**src/rtl/cam_timing_gen.sv**
```systemverilog
// Emulated parallel camera source: divided pixel clock, line/frame counters, href/vsync
// and a selectable test pattern, all updated on pclk falling edges.
module cam_timing_gen #(
    parameter int                DATA_W      = 8,
    parameter int                PCLK_DIV    = 32,
    parameter int                H_ACTIVE    = 1280,
    parameter int                H_BLANK     = 288,
    parameter int                VSYNC_LINES = 3,
    parameter int                VBP_LINES   = 17,
    parameter int                V_ACTIVE    = 480,
    parameter int                VFP_LINES   = 10,
    parameter bit                VSYNC_POL   = 1'b1,
    parameter logic [DATA_W-1:0] SEED        = DATA_W'(8'h60),
    parameter int                STEP        = 3,
    parameter int                CHK_LOG2    = 3
) (
    input  logic              clk,
    input  logic              reset,
    input  logic              enable,
    input  logic [1:0]        mode,
    input  logic [DATA_W-1:0] fixed_value,
    output logic              pclk,
    output logic              href,
    output logic              vsync,
    output logic [DATA_W-1:0] cam_data,
    output logic              frame_start,
    output logic [15:0]       frame_count
);

    localparam int H_TOTAL = H_ACTIVE + H_BLANK;
    localparam int V_TOTAL = VSYNC_LINES + VBP_LINES + V_ACTIVE + VFP_LINES;
    localparam int HW      = (H_TOTAL > 1) ? $clog2(H_TOTAL) : 1;
    localparam int VW      = (V_TOTAL > 1) ? $clog2(V_TOTAL) : 1;
    localparam int DVW     = (PCLK_DIV > 1) ? $clog2(PCLK_DIV) : 1;
    localparam int SEG     = H_ACTIVE / 8;
    localparam int SW      = (SEG > 1) ? $clog2(SEG) : 1;

    localparam logic [DVW-1:0]    DIV_LAST    = DVW'(PCLK_DIV - 1);
    localparam logic [HW-1:0]     H_LAST      = HW'(H_TOTAL - 1);
    localparam logic [HW-1:0]     H_ACT       = HW'(H_ACTIVE);
    localparam logic [VW-1:0]     V_LAST      = VW'(V_TOTAL - 1);
    localparam logic [VW-1:0]     V_SYNC      = VW'(VSYNC_LINES);
    localparam logic [VW-1:0]     V_ACT_FIRST = VW'(VSYNC_LINES + VBP_LINES);
    localparam logic [VW-1:0]     V_ACT_END   = VW'(VSYNC_LINES + VBP_LINES + V_ACTIVE);
    localparam logic [SW-1:0]     SEG_LAST    = SW'(SEG - 1);
    localparam logic [DATA_W-1:0] STEP_V      = DATA_W'(STEP);

    typedef enum logic [1:0] {
        S_IDLE  = 2'd0,
        S_RUN   = 2'd1,
        S_DRAIN = 2'd2
    } state_t;

    state_t            state_q, state_d;
    logic [DVW-1:0]    div_q;
    logic              pclk_q;
    logic              tick;
    logic [HW-1:0]     h_q, h_d;
    logic [VW-1:0]     v_q, v_d;
    logic [SW-1:0]     sub_q, sub_d;
    logic [2:0]        bar_q, bar_d;
    logic [1:0]        mode_q, mode_d;
    logic [DATA_W-1:0] fixed_q, fixed_d;
    logic [DATA_W-1:0] ramp_q, ramp_d, ramp_base;
    logic [DATA_W-1:0] data_q, data_d;
    logic              href_q, href_d;
    logic              vsync_q, vsync_d;
    logic              fs_q, fs_d;
    logic [15:0]       fcnt_q, fcnt_d;
    logic              start, frame_end, active, chk_bit;
    logic [VW-1:0]     line_idx;

    // A pixel tick is the clk cycle on which pclk is driven from 1 to 0.
    assign tick = pclk_q && (div_q == DIV_LAST);

    always_ff @(posedge clk or negedge reset) begin
        if (!reset) begin
            div_q   <= '0;
            pclk_q  <= 1'b0;
            state_q <= S_IDLE;
            h_q     <= '0;
            v_q     <= '0;
            sub_q   <= '0;
            bar_q   <= '0;
            mode_q  <= '0;
            fixed_q <= '0;
            ramp_q  <= '0;
            data_q  <= '0;
            href_q  <= 1'b0;
            vsync_q <= ~VSYNC_POL;
            fs_q    <= 1'b0;
            fcnt_q  <= '0;
        end else begin
            div_q   <= (div_q == DIV_LAST) ? '0 : div_q + DVW'(1);
            if (div_q == DIV_LAST) begin
                pclk_q <= ~pclk_q;
            end
            state_q <= state_d;
            h_q     <= h_d;
            v_q     <= v_d;
            sub_q   <= sub_d;
            bar_q   <= bar_d;
            mode_q  <= mode_d;
            fixed_q <= fixed_d;
            ramp_q  <= ramp_d;
            data_q  <= data_d;
            href_q  <= href_d;
            vsync_q <= vsync_d;
            fs_q    <= fs_d;
            fcnt_q  <= fcnt_d;
        end
    end

    // Next state and raster position. DRAIN only differs from RUN in that a frame
    // ending there returns to IDLE instead of starting the next one.
    always_comb begin
        state_d   = state_q;
        h_d       = h_q;
        v_d       = v_q;
        sub_d     = sub_q;
        bar_d     = bar_q;
        start     = 1'b0;
        frame_end = 1'b0;
        if (tick) begin
            unique case (state_q)
                S_IDLE: begin
                    if (enable) begin
                        state_d = S_RUN;
                        start   = 1'b1;
                    end
                end
                default: begin
                    frame_end = (h_q == H_LAST) && (v_q == V_LAST);
                    if (h_q == H_LAST) begin
                        h_d   = '0;
                        sub_d = '0;
                        bar_d = '0;
                        v_d   = (v_q == V_LAST) ? '0 : v_q + VW'(1);
                    end else begin
                        h_d = h_q + HW'(1);
                        if (sub_q == SEG_LAST) begin
                            sub_d = '0;
                            bar_d = bar_q + 3'd1;
                        end else begin
                            sub_d = sub_q + SW'(1);
                        end
                    end
                    if (frame_end) begin
                        if (enable) begin
                            state_d = S_RUN;
                            start   = 1'b1;
                        end else begin
                            state_d = S_IDLE;
                        end
                    end else begin
                        state_d = enable ? S_RUN : S_DRAIN;
                    end
                end
            endcase
        end
        mode_d  = start ? mode : mode_q;
        fixed_d = start ? fixed_value : fixed_q;
    end

    // Outputs describe the position being entered on this tick.
    always_comb begin
        href_d    = href_q;
        vsync_d   = vsync_q;
        data_d    = data_q;
        ramp_d    = ramp_q;
        fs_d      = 1'b0;
        fcnt_d    = fcnt_q;
        ramp_base = start ? SEED : ramp_q;
        line_idx  = v_d - V_ACT_FIRST;
        active    = (state_d != S_IDLE) && (v_d >= V_ACT_FIRST) && (v_d < V_ACT_END)
                    && (h_d < H_ACT);
        chk_bit   = |((32'(h_d) ^ 32'(line_idx)) & (32'd1 << CHK_LOG2));
        if (tick) begin
            href_d  = active;
            vsync_d = ((state_d != S_IDLE) && (v_d < V_SYNC)) ? VSYNC_POL : ~VSYNC_POL;
            ramp_d  = ramp_base;
            data_d  = '0;
            if (start) begin
                fs_d   = 1'b1;
                fcnt_d = fcnt_q + 16'd1;
            end
            if (active) begin
                unique case (mode_d)
                    2'd0: begin
                        data_d = ramp_base;
                        ramp_d = ramp_base + STEP_V;
                    end
                    2'd1:    data_d = fixed_d;
                    2'd2:    data_d = {bar_d, {(DATA_W-3){1'b0}}};
                    default: data_d = chk_bit ? '1 : '0;
                endcase
            end
        end
    end

    assign pclk        = pclk_q;
    assign href        = href_q;
    assign vsync       = vsync_q;
    assign cam_data    = data_q;
    assign frame_start = fs_q;
    assign frame_count = fcnt_q;

endmodule
```
**config.mk**
```make
export PLATFORM = sky130hd
export DESIGN_NAME = cam_timing_gen
export DESIGN_NICKNAME = d
export VERILOG_FILES = /design/src/rtl/cam_timing_gen.sv
export SDC_FILE = /design/constraint.sdc
export NUM_CORES = 1
export LEC_CHECK = 0
export ABC_AREA = 1
export CORE_ASPECT_RATIO = 0.5
export CORE_UTILIZATION = 46
export DETAILED_ROUTE_END_ITERATION = 10
export PLACE_DENSITY = 0.76
export SLEW_MARGIN = 20
export SYNTH_ARGS = -nofsm -noshare
export SYNTH_HDL_FRONTEND = slang
export SYNTH_SLANG_ARGS = --single-unit
```
**constraint.sdc**
```tcl
create_clock -name clk -period 3.9 [get_ports clk]
set_input_delay 0.585 -clock clk [delete_from_list [all_inputs] [get_ports clk]]
set_output_delay 0.585 -clock clk [all_outputs]
set_load 0.005 [all_outputs]
```
After elaboration in Yosys (flattened, before gate mapping)
Index checks and enable logic that the tools add are counted.

word-level totals
  flip-flop bits (word level) = 84
  bits in latches = 0
  RAM bits = 0
  bits in read-only memories = 0
  bits of input ports = 13
  output and inout bits = 28
  logic and storage cells = 82
  memories = 0

operators by class
  add/sub/neg operators = 8
  multiply operators = 0
  divide/modulo/power cells = 0
  $lt $le $gt $ge = 4
  equal/unequal tests = 6
  shifts and indexed selects = 0
  multiplexer cells = 35
  bitwise operators = 3
  reductions and logical operators = 11

operators by type and width
  cell                     number
  $mux W8                  8
  $mux W9                  4
  $mux W11                 3
  $pmux W8 S3              1
  $add A16 B1 Y16 const B  1
  $mux W2                  6
  $mux W3                  4
  $add A11 B1 Y11 const B  1
  $eq A11 B11 Y1 const B   1
  $lt A11 B11 Y1 const B   1
  $add A9 B1 Y9 const B    1
  $eq A9 B9 Y1 const B     1
  $ge A9 B5 Y1 const B     1
  $lt A9 B2 Y1 const B     1
  $lt A9 B9 Y1 const B     1
  $add A8 B1 Y8 const B    1
  $add A8 B2 Y8 const B    1
  $eq A8 B8 Y1 const B     1
  $mux W1                  8
  $logic_and A1 B1 Y1      6
  $add A5 B1 Y5 const B    1
  $eq A5 B5 Y1 const B     1
  $mux W5                  1
  $logic_not A2 Y1         2
  8 further kinds          10

Depth between registers and ports, before layout
Gate-level depths: netlist (run 1).

  word-level depth = 10
  mapped depth = 21
  gate-level depth less buffers = 21

Worst setup path before layout (run 1)
Ideal clock, no wire load.

  path kind = register to register
  from = register div_q[0]
  to = register ramp_q[2]
  library setup time = 116 ps
  arrival = 2355 ps
  data required time = 3784 ps
  path slack = 1429 ps
  cell stages (with the launch flop) = 20
  buffers on the path = 1
  period minus slack after synthesis = 2471 ps
  cells stage by stage = dfrtp_1 ha_1 nand2_1 nor2_1 ha_1 nand2_1 nor2_1 nand2_4 inv_1 buf_4 nor2_1 inv_1 ha_1 xor2_1 nand2_1 o21ai_0 nand2_1 nand2_1 nand2_1 nand2_1

between the ends
  cells in the longest elaborated chain, start to end = 8
  elaborated cells on any way between the ends = 19
  classes of those cells = 1 x add/sub; 3 x order compare; 1 x eq/ne; 8 x mux; 6 x reduce/logical

RTL lines
  item                                                   line  text
  from (decl)                                            55    logic [DVW-1:0] div_q;
  from (signal assigned)                                 94    div_q <= (div_q == DIV_LAST) ? '0 : div_q + DVW'(1);
  $eq A5 B5 Y1 (*)                                       74    assign tick = pclk_q && (div_q == DIV_LAST);
  $logic_and A1 B1 Y1 (*)                                74
  branches (longest 6 deep; another with $add A8 B2 Y8)  n/a
  to (signal assigned)                                   105   ramp_q <= ramp_d;
  to (decl)                                              64    logic [DATA_W-1:0] ramp_q, ramp_d, ramp_base;

Mark *: on every way between the ends.
A chain may end at the register's enable or synchronous reset.

Final worst setup path (run 1)
  from = register div_q[0]
  to = register ramp_q[6]

Same word-level chain as after synthesis.

==> flow_metrics.py, run 1 <==
metrics = {
    "floorplan": {
        "die_height_um": 71.79,
        "pin_count": 41,
        "core-area_mm2": 0.009447,
        "start_util_pct": 47.43,
        "die_w_um": 141.6,
        "fp-row-count": 25,
        "die_area_mm2": 0.01016,
    },
    "detailed_routing": {
        "routed_via_density": 4.987,
        "routed_wl_um": 9575,
        "first_iter_violations": 342,
        "drcViolationCount": 0,
        "routedWlPerCell_um": 12.75,
        "ant_nets": 0,
        "dr.pass1.iters": 5,
        "num_vias": 3745,
    },
    "clock_network": {
        "cts_resized": 0,
        "cts_buffer_depth": 2,
        "clock_latency_ps": 340,
        "cts_setup_buffers": 0,
        "clock-sinks": 84,
        "h-tree-depth": 3,
        "cts_hold_buf": 0,
        "cts_tree": "yes",
        "clk_pin_slew_ps": 60,
        "cts_made_buffers": 9,
        "root_buffer": "clkbuf_16",
    },
    "logic_synthesis": {
        "synthTopCellsByArea": "dfrtp_1 47%, nand2_1 14%, inv_1 5.7%, nor2_1 4.9%, nand3_1 3.9%",
        "synth_cells": 566,
        "synth-xor-area-share_pct": 4.691,
        "ys.flop_type": "dfrtp_1",
        "ys_seq_elements": 84,
        "ys_warn_count": 0,
        "synth-simple-area-share_pct": 30.58,
        "synthesis.area_mm2": 0.004481,
        "synth_top_area_share_pct": 46.91,
        "seq_area_frac_synth_pct": 46.91,
        "synthTopCellsByCount": "166 x nand2_1, 84 x dfrtp_1, 68 x inv_1, 58 x nor2_1, 35 x nand3_1",
        "synth_edf_count": 0,
        "synth_compound_area_share_pct": 7.205,
        "synth_area_leader_cell": "dfrtp_1",
        "synth_most_common_cell": "nand2_1",
        "syn_avg_cell_area_um2": 7.916,
        "synth_top_family_by_area": "simple AND/OR/NAND/NOR gates",
        "async_reset_ff_share_pct": 100.0,
        "synth.distinct_cells": 35,
        "synthMuxAreaShare_pct": 0.2234,
        "syn-num-nets": 590,
        "synth_fa_ha_area_share_pct": 3.072,
    },
    "timing": {
        "skew_ps": 4.507,
        "rsz0062_at_grt": "false",
        "tightestPinTransition_ps": 906.6,
        "fmax_ghz": 0.3130,
        "timing.final.crit_share_pct": 81.92,
        "relSlewSlack_pct": 39.56,
        "finalSetupViolations": 0,
        "min_period_ps": 3195,
        "drv_slew": 0,
        "finalHoldViolations": 0,
        "setup_tns_ps": 0,
    },
    "setup_path": {
        "worstReg2RegStart": "div_q[0]",
        "path_common_cell": "nand2_1",
        "cp_top_family": "simple AND/OR/NAND/NOR gates",
        "setup.worst_path.start_class": "register",
        "path_cells": "ha_1 > nand2_1 > nor2_1 > ha_1 > nand2_1 > nor2_2 > buf_4 > inv_2 > nor2_4 > nand2_1 > nand2_1 > nand3_1 > nand2_1 > nand2_1 > nand2_1 > nand3_1 > nor2_1 > nand3_1 > nand2_1",
        "critPathMaxStageDelay_ps": 370,
        "crit_slowest_cell": "dfrtp_1",
        "crit_path_max_fanout": 13,
        "timing.critical_path.required_ps": 4180,
        "crit_buf_inv": 2,
        "critPathArrivalTime_ps": 3470,
        "critPathKind": "register to register",
        "crit_path_start": "div_q[0]",
        "end_kind": "register",
    },
    "power": {
        "power_per_cell_area_mw_per_mm2": 336.9,
        "leakagePower_nw": 2.797,
        "vdd_drop_max_mv": 0.2607,
        "finalPower_mw": 1.796,
    },
    "placement": {
        "dp_cells": 735,
        "dpl.hpwl_um": 6846,
        "dpl_cell_area_mm2": 0.005020,
        "port_buffers": 40,
        "gp_congestion": 0.9208,
    },
    "layout": {
        "fin_nets": 635,
        "antenna-diode-count": 0,
        "design_area_mm2": 0.005330,
        "areaGrowthSynthToFinish_pct": 18.96,
        "drive_gt1_share_pct": 8.117,
        "final-instance-count-excl-fill": 751,
    },
    "global_route": {
        "overflow": 0,
        "grt_pass1_vias": 3426,
        "globalRouteTotalUtil_pct": 20.34,
        "grt_max_degree": 72,
        "grt_antenna_before_repair": 0,
        "grt_pass1_wl_um": 15920,
    },
    "status": {
        "status": "complete, no violations",
    },
    "flow_run": {
        "drv_cap": 0,
    },
    "worst_hold_path": {
        "holdCritPathClass": "input pin to asynchronous set/reset pin",
    },
}
==> logic make-up (layout without fill, tap and decap cells) <==
group                    count (synthesis)  in the layout
AO/OA/AOI/OAI                           56             56
XOR/XNOR                                24             24
adder cells (fa/ha/maj)                 11             11
buffers and inverters                   82            132
flip-flops                              84             84
multiplexers                             1              1
AND/OR/NAND/NOR                        308            308
==> cells in the final DEF (no fill, tap or decap), types with 8 or more instances in the layout <==
cell type	instances
xor2_1	18
nand4_1	9
dfrtp_1	84
nor2_1	58
inv_1	68
nor3_1	8
o21ai_0	25
clkdlybuf4s50_1	39
nand3_1	35
clkbuf_16	9
a21oi_1	15
ha_1	11
nand2_1	166
==> worst paths after layout <==
| path | to | slack, ps | cells after the start |
|---|---|---|---|
| setup / recovery | ramp_q[6] | 700 | 19 |
| hold / removal | frame_count[15] | 360 | 1 |
| setup reg to reg | ramp_q[6] | 700 | 19 |
| hold reg to reg | div_q[0] | 460 | 1 |
| max in group asynchronous | v_q[8] | 2800 | 2 |
| min in group clk | div_q[0] | 460 | 1 |
==> worst register-to-register path, stage by stage (launching register included) <==
cell and delay, ps:
dfrtp_1 370, ha_1 170, nand2_1 60, nor2_1 120, ha_1 260, nand2_1 220, nor2_2 200, buf_4 200
inv_2 100, nor2_4 280, nand2_1 90, nand2_1 150, nand3_1 90, nand2_1 60, nand2_1 40, nand2_1 130
nand3_1 220, nor2_1 220, nand3_1 90, nand2_1 70
==> layout make-up <==
cell class / count / area [um2]
clock buffers: 12 / 236.5
repair buffers: 44 / 427.9
flip-flops and latches: 84 / 2102
inverters: 72 / 270.3
well taps: 135 / 168.9
multi-input cells: 400 / 2051
clock inverters: 4 / 73.82
fillers: 874 / 4116
==> power breakdown <==
group	switching, mW	internal [mW]
logic	0.0191	0.0109
registers	0	0.872
clock network	0.333	0.562
==> stage by stage <==
step	setup WS, ps	hold slack (ps)	utilization, %
2_1_floorplan	1429	289.4	-
3_3_place_gp	851.1	438.0	53.14
3_5_place_dp	753.9	458.0	53.14
4_1_cts	735.4	412.4	56.42
5_1_grt	323.6	447.5	56.42
6_report	704.9	362.8	56.42
==> sequential cells by signal, indices dropped and copies added (netlist names), named ones only <==
signal and flops:
cam_data 8, div_q 5, href 1, pclk 1, bar_q 3, frame_start 1
v_q 9, fixed_q 8, mode_q 2, vsync 1, state_q 2, h_q 8
frame_count 16, ramp_q 8, sub_q 8
==> metal layers <==
layer  share of wire (%)  global-route usage, %  vias to the layer above  wire length (um)
li1                    -                      -                     1877                 -
met1                  48                  28.24                     1762              4549
met2                  46                  31.86                       96              4387
met3                 5.3                  4.612                       10               503
met4                 1.4                  6.571                        0               135
met5                   0                      0                        -                 0
(Power assumes the default switching activity.)
==> inputs of run 2 (changes only) <==
- clock period: 3.9 -> 3.2 ns (I/O delays scaled with it)
==> flow_metrics.py, run 2 (same netlist as run 1, synthesis figures left out) <==
metrics = {
    "status": {
        "status": "complete, no violations",
    },
    "clock_network": {
        "clk_pin_slew_ps": 60,
        "root_buffer": "clkbuf_16",
        "clock-sinks": 84,
        "clock_latency_ps": 340,
        "h-tree-depth": 3,
        "cts_buffer_depth": 2,
        "cts_tree": "yes",
        "cts_hold_buf": 0,
        "cts_made_buffers": 9,
    },
    "floorplan": {
        "core-area_mm2": 0.009447,
        "start_util_pct": 47.43,
        "fp-row-count": 25,
        "die_height_um": 71.79,
        "die_w_um": 141.6,
        "pin_count": 41,
        "die_area_mm2": 0.01016,
    },
    "layout": {
        "antenna-diode-count": 0,
        "largest_reg_flops": 16,
        "mostFrequentLayoutCells": "165 x nand2_1, 84 x dfrtp_1, 68 x inv_1",
        "design_area_mm2": 0.005394,
        "drive_gt1_share_pct": 10.26,
        "layout_commonest_cell": "nand2_1",
        "areaGrowthSynthToFinish_pct": 20.39,
        "fin_nets": 643,
    },
    "detailed_routing": {
        "dr.pass1.iters": 4,
        "routed_via_density": 4.895,
        "drcViolationCount": 0,
        "routedWlPerCell_um": 12.70,
        "num_vias": 3715,
        "ant_nets": 0,
        "first_iter_violations": 239,
        "routed_wl_um": 9643,
    },
    "timing": {
        "relSlewSlack_pct": 65.56,
        "finalSetupViolations": 0,
        "finalHoldViolations": 0,
        "drv_slew": 0,
        "fmax_ghz": 0.3480,
        "min_period_ps": 2874,
        "skew_ps": 5.318,
        "timing.final.crit_share_pct": 89.80,
        "rsz0062_at_grt": "false",
        "tightestPinTransition_ps": 516.6,
        "setup_tns_ps": 0,
    },
    "setup_path": {
        "r2r_slack_ps": 330,
        "timing.critical_path.required_ps": 3420,
        "setup.worst_path.start_class": "register",
        "ff2ff_path_depth": 14,
        "critPathArrivalTime_ps": 3100,
        "crit_path_max_fanout": 26,
        "r2r-end": "ramp_q[0]",
        "worstReg2RegStart": "div_q[0]",
        "critPathKind": "register to register",
        "end_kind": "register",
    },
    "placement": {
        "port_buffers": 40,
        "dpl_cell_area_mm2": 0.005057,
        "gp_congestion": 0.9300,
        "dpl.hpwl_um": 7007,
    },
    "global_route": {
        "grt_pass1_vias": 3581,
        "met3_usage_pct": 5.348,
        "globalRouteTotalUtil_pct": 20.66,
        "use_met1_pct": 26.98,
        "overflow": 0,
        "busiest_layer": "met2",
        "grt_pass1_wl_um": 16290,
        "grt_max_degree": 41,
        "use_met2_pct": 33.72,
        "grt_antenna_before_repair": 0,
    },
    "power": {
        "leakagePower_nw": 2.830,
        "vdd_drop_max_mv": 0.2441,
        "power_per_cell_area_mw_per_mm2": 398.5,
    },
    "worst_hold_path": {
        "holdCritPathClass": "input pin to asynchronous set/reset pin",
    },
    "flow_run": {
        "drv_cap": 0,
    },
}
-- run 2: cell types whose count changed in the layout (fill, tap and decap cells not counted), moves of 2 or more --
cell / previous run / this run
buf_4: 5 / 12
nor2_2: 5 / 7
clkbuf_1: 3 / 1
clkbuf_8: 0 / 2
-- run 2: area by class of cell --
cell class	count	area [um2]
Timing Repair Buffer	51	480.5
Clock buffer	12	256.5
Tap cell	135	168.9
Fill cell	863	4053
Multi-Input combinational cell	401	2068
Inverter	72	270.3
Sequential cell	84	2102
Clock inverter	4	47.55
-- run 2: how the worst max path moves through the flow --
stage,cells past startpoint,startpoint,slack [ps],to
final,14,div_q[0],330,ramp_q[0]
after global routing,19,div_q[0],10,ramp_q[5]
after CTS,19,div_q[0],250,cam_data[3]
after detailed placement,19,div_q[0],270,ramp_q[5]
after global placement,19,div_q[0],330,ramp_q[5]
after floorplan,19,div_q[0],730,ramp_q[2]
-- run 2: metal layers --
metal	vias up	share of wire, %
li1	1884	-
met1	1739	48
met2	80	47
met3	12	4.2
met4	0	1.1
met5	-	0
-- run 2: critical path: stages (launching register included) --
cell and delay [ps]:
dfrtp_1 360, ha_1 170, nand2_1 60, nor2_1 100
ha_2 230, nand2_1 130, buf_4 190, nor2_1 170
nand2_4 230, o21ai_4 340, nand2_4 130, inv_2 170
ha_1 250, o21ai_0 140, o21ai_0 80
-- run 2: through the flow --
step	worst slack, ps	util [%]	instances	hold slack, ps	power, mW
2_1_floorplan	728.7	-	566	184.4	1.082
3_3_place_gp	331.3	53.54	740	438.7	1.121
6_report	326.3	57.10	759	114.1	2.149
5_1_grt	13.56	57.10	759	159.4	2.222
4_1_cts	251.1	56.76	756	125.6	2.171
3_5_place_dp	274.5	53.54	740	446.7	1.121
-- run 2: what timing repair did --
item	4_1_cts	5_1_grt
buffers inserted	0	2
gates resized for setup	0	4
endpoints found under the setup margin	0	15
endpoints found under the hold margin	0	0
-- run 2: report_power, final --
part           leakage [nW]  switching [mW]  internal, mW  total (mW)
clock                 0.149           0.405         0.644        1.05
combinational          1.64          0.0235        0.0141      0.0377
sequential             1.04               0          1.06        1.06
total                  2.83           0.429          1.72        2.15
==> inputs of run 3 (changes only) <==
- SETUP_SLACK_MARGIN: default -> 0.15
==> flow_metrics.py, run 3 (same netlist as run 1, synthesis figures left out) <==
metrics = {
    "timing": {
        "min_period_ps": 2798,
        "setup_tns_ps": 0,
        "finalHoldViolations": 0,
        "tightestPinTransition_ps": 515.7,
        "finalSetupViolations": 0,
        "timing.final.crit_share_pct": 87.45,
        "drv_slew": 0,
        "rsz0062_at_grt": "false",
        "skew_ps": 5.290,
        "fmax_ghz": 0.3573,
        "relSlewSlack_pct": 65.62,
    },
    "layout": {
        "fin_nets": 649,
        "antenna-diode-count": 0,
        "largest_reg_flops": 16,
        "layout_commonest_cell": "nand2_1",
        "final-instance-count-excl-fill": 765,
        "mostFrequentLayoutCells": "165 x nand2_1, 84 x dfrtp_1, 68 x inv_1",
        "drive_gt1_share_pct": 11.43,
        "areaGrowthSynthToFinish_pct": 21.73,
    },
    "detailed_routing": {
        "ant_nets": 0,
        "routedWlPerCell_um": 13.05,
        "first_iter_violations": 258,
        "num_vias": 3767,
        "drcViolationCount": 0,
        "routed_wl_um": 9984,
        "routed_via_density": 4.924,
        "dr.pass1.iters": 4,
    },
    "setup_path": {
        "ff2ff_path_depth": 19,
        "end_kind": "register",
        "crit_path_max_fanout": 8,
        "critPathMaxStageDelay_ps": 360,
        "crit_slowest_cell": "dfrtp_1",
        "cp_top_family": "simple AND/OR/NAND/NOR gates",
        "path_cells": "ha_1 > nand2_1 > nor2_1 > ha_2 > nand2_1 > nor2_2 > buf_4 > inv_2 > nor2_4 > nand2_1 > nand2_1 > nand3_1 > nand2_1 > nand2_1 > nand2_1 > nand2_4 > nor2_4 > nand2_2 > o21ai_1",
        "setup.worst_path.start_class": "register",
        "crit_buf_inv": 2,
        "path_depth": 19,
        "timing.critical_path.required_ps": 3470,
        "path_common_cell": "nand2_1",
        "critPathArrivalTime_ps": 3070,
        "critPathKind": "register to register",
    },
    "power": {
        "swShare_pct": 19.92,
        "vdd_drop_max_mv": 0.2498,
        "p_switching_mw": 0.4281,
        "leakagePower_nw": 2.861,
        "power_per_cell_area_mw_per_mm2": 393.9,
        "seq_power_share_pct": 49.4,
        "comb_power_share_pct": 1.8,
        "clkPwrFrac_pct": 48.8,
        "intPower_mw": 1.720,
    },
    "clock_network": {
        "h-tree-depth": 3,
        "cts_made_buffers": 9,
        "cts_buffer_depth": 2,
        "cts_tree": "yes",
        "clock-sinks": 84,
        "clock_latency_ps": 340,
        "root_buffer": "clkbuf_16",
        "cts_hold_buf": 0,
        "clk_pin_slew_ps": 60,
    },
    "flow_run": {
        "drv_cap": 0,
    },
    "global_route": {
        "grt_pass1_wl_um": 16290,
        "overflow": 0,
        "globalRouteTotalUtil_pct": 20.66,
        "grt_antenna_before_repair": 0,
        "grt_max_degree": 41,
        "grt_pass1_vias": 3581,
    },
    "placement": {
        "gp_congestion": 0.9300,
        "dpl.hpwl_um": 7007,
        "port_buffers": 40,
        "dp_cells": 740,
    },
    "status": {
        "status": "complete, no violations",
    },
    "floorplan": {
        "core-area_mm2": 0.009447,
        "pin_count": 41,
        "die_w_um": 141.6,
        "fp-row-count": 25,
        "die_height_um": 71.79,
        "die_area_mm2": 0.01016,
        "start_util_pct": 47.43,
    },
    "worst_hold_path": {
        "holdCritPathClass": "input pin to asynchronous set/reset pin",
    },
}
==> run 3: changes by cell type in the layout (fill, tap and decap cells not counted) <==
cell / before / now
nand2_4: 2 / 3
nor2_2: 7 / 8
nand3_2: 2 / 3
nand3_1: 35 / 34
buf_4: 12 / 16
buf_6: 0 / 1
nor2_1: 57 / 56
==> run 3: area by class of cell <==
type | instances | area [um2]
Clock inverter | 4 | 47.55
Multi-Input combinational cell | 402 | 2087
Timing Repair Buffer | 56 | 521.8
Sequential cell | 84 | 2102
Clock buffer | 12 | 256.5
Fill cell | 855 | 3993
Tap cell | 135 | 168.9
Inverter | 72 | 270.3
==> run 3: path summary, 6_finish.rpt <==
kind | start | to | slack, ps
setup / recovery | div_q[0] | cam_data[3] | 400
hold / removal | reset | frame_count[12] | 110
setup reg to reg | div_q[0] | cam_data[3] | 400
hold reg to reg | div_q[0] | div_q[0] | 450
max in group asynchronous | reset | h_q[9] | 2390
min in group clk | div_q[0] | div_q[0] | 450
==> run 3: layer usage <==
metal	vias to the layer above	share of wire, %	track usage (%)
met5	-	0	0
met4	0	1.7	7.168
met3	17	3.8	5.348
met2	68	47	33.72
met1	1779	47	26.98
li1	1903	-	-
==> run 3: power by group through the flow <==
stage	clock network, mW	registers (mW)	logic, mW
2_1_floorplan	0	1.08	0.000357
3_3_place_gp	0	1.08	0.0397
3_5_place_dp	0	1.08	0.0398
4_1_cts	1.07	1.06	0.0400
5_1_grt	1.12	1.06	0.0437
6_report	1.05	1.06	0.0380
==> run 3: timing repair <==
action                     CTS  global route
resized for setup            0             8
buffers inserted             0             7
setup endpoints to repair    0            21
==> run 3: through the flow <==
step	setup slack, ps	util (%)	total power, mW	hold slack, ps	cell area, um2
final	401.6	57.74	2.149	108.0	5454
after floorplan	728.7	-	1.082	184.4	4481
after global placement	331.3	53.54	1.121	438.7	5057
after detailed placement	274.5	53.54	1.121	446.7	5057
after CTS	251.1	56.76	2.171	125.6	5361
after global routing	109.8	57.74	2.225	151.1	5454
